<file path="src/rtl/prog_bus_pkg.sv">
// Shared types for the program-memory bus reader.
// Entry layout and FSM states used by the reader and its queue.
package prog_bus_pkg;
  localparam int ADDR_W = 23;
  localparam int PC_STEP = 2;

  typedef logic [ADDR_W-1:0] pc_t;
  typedef logic [23:0] instr_t;

  typedef struct packed {
    instr_t word;
    pc_t    pc;
  } fetch_entry_t;

  typedef enum logic [1:0] {
    IDLE,
    READ,
    STALL
  } rd_state_e;
endpackage

</file>
<file path="src/rtl/prefetch_fifo.sv">
// Synchronous prefetch queue of fetched words.
// Head is read straight from storage; clear empties it in one edge.
module prefetch_fifo
  import prog_bus_pkg::*;
#(
  parameter int DEPTH = 4
) (
  input  logic                     clk_i,
  input  logic                     rst_ni,
  input  logic                     push,
  input  logic                     pop,
  input  logic                     clear,
  input  fetch_entry_t             din,
  output fetch_entry_t             dout,
  output logic                     full,
  output logic                     empty,
  output logic [$clog2(DEPTH):0]   count
);
  localparam int AW = $clog2(DEPTH);

  fetch_entry_t mem [DEPTH];
  logic [AW-1:0] wr;
  logic [AW-1:0] rd;
  logic [AW:0]   cnt;

  assign full  = cnt == (AW+1)'(DEPTH);
  assign empty = cnt == '0;
  assign count = cnt;
  assign dout  = mem[rd];

  always_ff @(posedge clk_i) begin
    if (push) mem[wr] <= din;
  end

  always_ff @(posedge clk_i) begin
    if (!rst_ni || clear) begin
      wr  <= '0;
      rd  <= '0;
      cnt <= '0;
    end else begin
      if (push) wr <= wr + AW'(1);
      if (pop) rd <= rd + AW'(1);
      unique case ({push, pop})
        2'b10:   cnt <= cnt + (AW+1)'(1);
        2'b01:   cnt <= cnt - (AW+1)'(1);
        default: cnt <= cnt;
      endcase
    end
  end
endmodule

</file>
<file path="src/rtl/prog_bus_reader.sv">
// Prefetch reader on the shared program-memory bus.
// Drives the latch enable, samples words and queues them for decode.
module prog_bus_reader
  import prog_bus_pkg::*;
#(
  parameter int DEPTH = 4,
  parameter int RD_LATENCY = 2
) (
  input  logic              clk_i,
  input  logic              rst_ni,
  input  logic              start_i,
  input  logic [ADDR_W-1:0] start_addr_i,
  input  logic              flush_i,
  output logic              bus_en_o,
  output logic [ADDR_W-1:0] bus_addr_o,
  input  logic [23:0]       bus_data_i,
  output logic              instr_valid_o,
  output logic [23:0]       instr_o,
  output logic [ADDR_W-1:0] instr_pc_o,
  input  logic              instr_ready_i,
  output logic              busy_o
);
  localparam int CW = $clog2(RD_LATENCY + 1);
  localparam int NW = $clog2(DEPTH) + 1;

  rd_state_e     state;
  pc_t           pc;
  logic [CW-1:0] cnt;
  logic          last;
  logic          clear;
  logic          push;
  logic          pop;
  logic          full;
  logic          empty;
  logic          room2;
  logic [NW-1:0] count;
  fetch_entry_t  entry;
  fetch_entry_t  head;

  assign last  = cnt == CW'(RD_LATENCY - 1);
  assign clear = start_i || flush_i;
  assign push  = (state == READ) && last && !clear;
  assign pop   = !empty && instr_ready_i && !clear;
  // Keep streaming only if a slot is still free after this push.
  assign room2 = count <= NW'(DEPTH - 2);
  assign entry = '{word: bus_data_i, pc: pc};

  always_ff @(posedge clk_i) begin
    if (!rst_ni) begin
      state <= IDLE;
      pc    <= '0;
      cnt   <= '0;
    end else if (start_i) begin
      state <= READ;
      pc    <= {start_addr_i[ADDR_W-1:1], 1'b0};
      cnt   <= '0;
    end else if (flush_i) begin
      state <= IDLE;
      cnt   <= '0;
    end else begin
      unique case (1'b1)
        state == READ: begin
          if (last) begin
            pc    <= pc + pc_t'(PC_STEP);
            cnt   <= '0;
            state <= room2 ? READ : STALL;
          end else begin
            cnt <= cnt + CW'(1);
          end
        end
        state == STALL: begin
          if (!full) state <= READ;
        end
        default: state <= state;
      endcase
    end
  end

  prefetch_fifo #(
    .DEPTH(DEPTH)
  ) u_fifo (
    .clk_i (clk_i),
    .rst_ni(rst_ni),
    .push  (push),
    .pop   (pop),
    .clear (clear),
    .din   (entry),
    .dout  (head),
    .full  (full),
    .empty (empty),
    .count (count)
  );

  assign bus_en_o      = state == READ;
  assign busy_o        = state != IDLE;
  assign bus_addr_o    = pc;
  assign instr_valid_o = !empty;
  assign instr_o       = empty ? '0 : head.word;
  assign instr_pc_o    = empty ? '0 : head.pc;
endmodule

</file>
<file path="config.mk">
export PLATFORM = sky130hd
export DESIGN_NAME = prog_bus_reader
export DESIGN_NICKNAME = d
export VERILOG_FILES = /design/src/rtl/prog_bus_pkg.sv /design/src/rtl/prefetch_fifo.sv /design/src/rtl/prog_bus_reader.sv
export SDC_FILE = /design/constraint.sdc
export NUM_CORES = 1
export LEC_CHECK = 0
export CAP_MARGIN = 30
export CORE_MARGIN = 8
export CORE_UTILIZATION = 47
export CTS_CLUSTER_SIZE = 28
export DETAILED_ROUTE_END_ITERATION = 12
export PLACE_DENSITY = 0.67
export SLEW_MARGIN = 20
export SYNTH_ARGS = -nofsm -noshare
export SYNTH_HDL_FRONTEND = slang
export SYNTH_SLANG_ARGS = --single-unit
</file>
<file path="constraint.sdc">
create_clock -name clk_i -period 7.1 [get_ports clk_i]
set_clock_uncertainty 0.15 [all_clocks]
set_input_delay 1.065 -clock clk_i [delete_from_list [all_inputs] [get_ports clk_i]]
set_output_delay 1.065 -clock clk_i [all_outputs]
set_load 0.01 [all_outputs]
</file>
==> results.ini <==
[timing]
slew-limit-headroom_pct=48.1
drv_slew=0
fin_crit_sh_pct=54.1
worst_pin_slew_ps=777
timing.setup.tns_ps=0
setup_viol_count_final=0
finalHoldViolations=0
fmax_mhz=260
rsz0062_at_grt=no
fin_crit_ps=3840

[finish]
layout.nets=717
final_util_pct=59.7
diodes=0
area_delta_synth_final_pct=25.3
multi_input_area_sq_um=2500
regArea_sq_um=6230
fillers=1388
drive_above_1_share_pct=14.3

[yosys]
synth_area_leader_cell=edfxtp_1
syn_area_sq_um=8880
synth_cell_types=43
synth_top_cell_area_share_pct=62.2
synth-seq-area-share_pct=70.1
yosysWarnings=0
synthArstFlopShare_pct=0
synth-edff-count=184
syn_avg_cell_area_sq_um=16.9
synthTopCellsByCount=edfxtp_1 (184), and2_1 (46), mux4_2 (46), dfxtp_1 (35), o21ai_0 (20)
synth_most_common_cell=edfxtp_1
synth_flop_cell=edfxtp_1
synth.area.top_cells=edfxtp_1 (62%), mux4_2 (12%), dfxtp_1 (7.9%)
synthCells=527
ys_ff_latch=219

[job]
max-cap-violations=0

[power]
ir_worst_vdd_v=0.000155
combPwrFrac_pct=3.5
power.net_switching_mw=0.526
swShare_pct=19.3
power.share.sequential_pct=52.5
p_per_area_nw_per_um2=245
leakagePower_nw=3.54
p_int_mw=2.20
clockPowerShare_pct=44.0

[cts]
holdBufCountCts=0
clk_pin_slew_ps=60
clock-sinks=219
cts_tree=built
numCtsBuffers=23
cts_buffer_depth=3
cts_root_buffer=clkbuf_16
insertion_delay_ps=490
cts.repair.resized=0
h-tree-depth=1
cts_setup_buffers=0

[placed_design]
portBuffers=121
dp_hpwl_mm=11.7
globalplace.congestion=0.746

[setup_path]
endpoint_kind=primary output
critPathMaxStageDelay_ps=520
critPathArrivalTime_ps=2630
crit_fanout=35
required_ps=5880
start_kind=flop
crit_type=flop to primary output
cp_slowest_cell=dfxtp_2
cp_cell_sequence=buf_4 > mux4_2 > and2_1 > clkdlybuf4s50_1

[route]
dr.first_iter.drc_count=299
wl_per_cell_um=20.4
detail_route.vias_per_cell=5.62
drc=0
drt.antenna.violating_nets=0
drt-total-wl_mm=18.5
dr_total_vias=5081
firstDrtPassIters=5

[floorplan]
die_area_sq_um=23600
die_h_um=153
io_pins=125
die_x_um=153
core-area_sq_um=18600
start_util_pct=47.7
row_count=50

[global_routing]
grtUsageTotal_pct=15.6
grt_max_degree=48
antenna_found_initial=0
grt_pass1_wl_mm=29.5
grt_overflow=0
grt_pass1_vias=5456

[worst_hold_path]
hold_class=flop to flop

[run_status]
status=finished, final reports clean

## layout by cell type, fill, tap and decap left out, types with 5 or more instances in the layout
| cell type | instances |
|---|---|
| edfxtp_1 | 184 |
| buf_4 | 8 |
| nand3_1 | 5 |
| nand2_1 | 16 |
| nor2_1 | 15 |
| a31oi_1 | 5 |
| xnor2_1 | 13 |
| o21ai_0 | 20 |
| clkbuf_16 | 23 |
| nand4_1 | 12 |
| inv_1 | 13 |
| dfxtp_1 | 33 |
| ha_1 | 9 |
| mux4_2 | 46 |
| or3_1 | 6 |
| clkdlybuf4s50_1 | 121 |
| a21oi_1 | 13 |
| nor4_1 | 7 |
| and2_1 | 46 |
## final timing paths
check	from	end	slack (ps)	depth (start not counted)
max	flop	instr_pc_o[2]	3260	4
min	cnt[1]$_SDFFE_PP0N_	cnt[1]$_SDFFE_PP0N_	320	2
max reg2reg	state[1]$_SDFFE_PP0P_	u_fifo.count[2]$_SDFFE_PP0P_	4210	11
min reg2reg	cnt[1]$_SDFFE_PP0N_	cnt[1]$_SDFFE_PP0N_	320	2
## state kept, by name, indices dropped and copies added (netlist names), named ones only
signal / count
bus_addr_o: 22
cnt: 2
state: 2
u_fifo.count: 3
u_fifo.mem: 184
u_fifo.rd: 2
u_fifo.wr: 2
## power groups by stage
| stage | registers [mW] | clock network, mW | logic (mW) |
|---|---|---|---|
| after floorplan | 1.45 | 0 | 0.0319 |
| after global placement | 1.45 | 0 | 0.0932 |
| after detailed placement | 1.46 | 0 | 0.0955 |
| after CTS | 1.43 | 1.23 | 0.0966 |
| after global routing | 1.43 | 1.28 | 0.104 |
| final | 1.43 | 1.20 | 0.0956 |
## metal layers
layer	wire, um	part of all wire, %	global-route usage (%)
met5	0	0	0
met4	201	1.1	3.55
met1	7850	42	20.0
met3	1380	7.5	3.83
met2	9030	49	26.4
## layout make-up
cell class	instances	share of cell area (%)
sequential	219	56.0
multi-input combinational	268	22.4
timing repair buffer	130	11.7
clock buffer	26	5.27
tap	234	2.63
clock inverter	14	1.55
inverter	13	0.439
## cell families (layout without fill, tap and decap cells)
kind of cell	count (synthesis)	in the layout	share of synthesized area, %
flip-flops	219	219	70.1
AND/OR/NAND/NOR	136	136	9.03
AO/OA/AOI/OAI	57	57	4.10
multiplexers	46	46	11.7
buffers and inverters	41	183	1.92
XOR/XNOR	17	17	1.68
adder cells (fa/ha/maj)	10	10	1.49
other	1	2	0.0422
## stage by stage
stage               setup slack, ps  hold WS [ps]  power (mW)  instance area (sq um)  cells
finish                         3260           323        2.72                  11100    904
global placement               3360           299        1.55                  10300    863
CTS                            3170           332        2.75                  11100    904
floorplan                      3760           282        1.48                   8890    528
global route                   3100           359        2.82                  11100    904
detailed placement             3300           321        1.55                  10400    864
## worst max-delay path: cells and delay by family (launching register included)
kind | cells | cell delay (ps)
muxes | 1 | 390
DFF | 1 | 520
buffers and inverters | 2 | 1000
and+or+nand+nor | 1 | 200
Note: power is estimated with default switching activity, not from simulation.
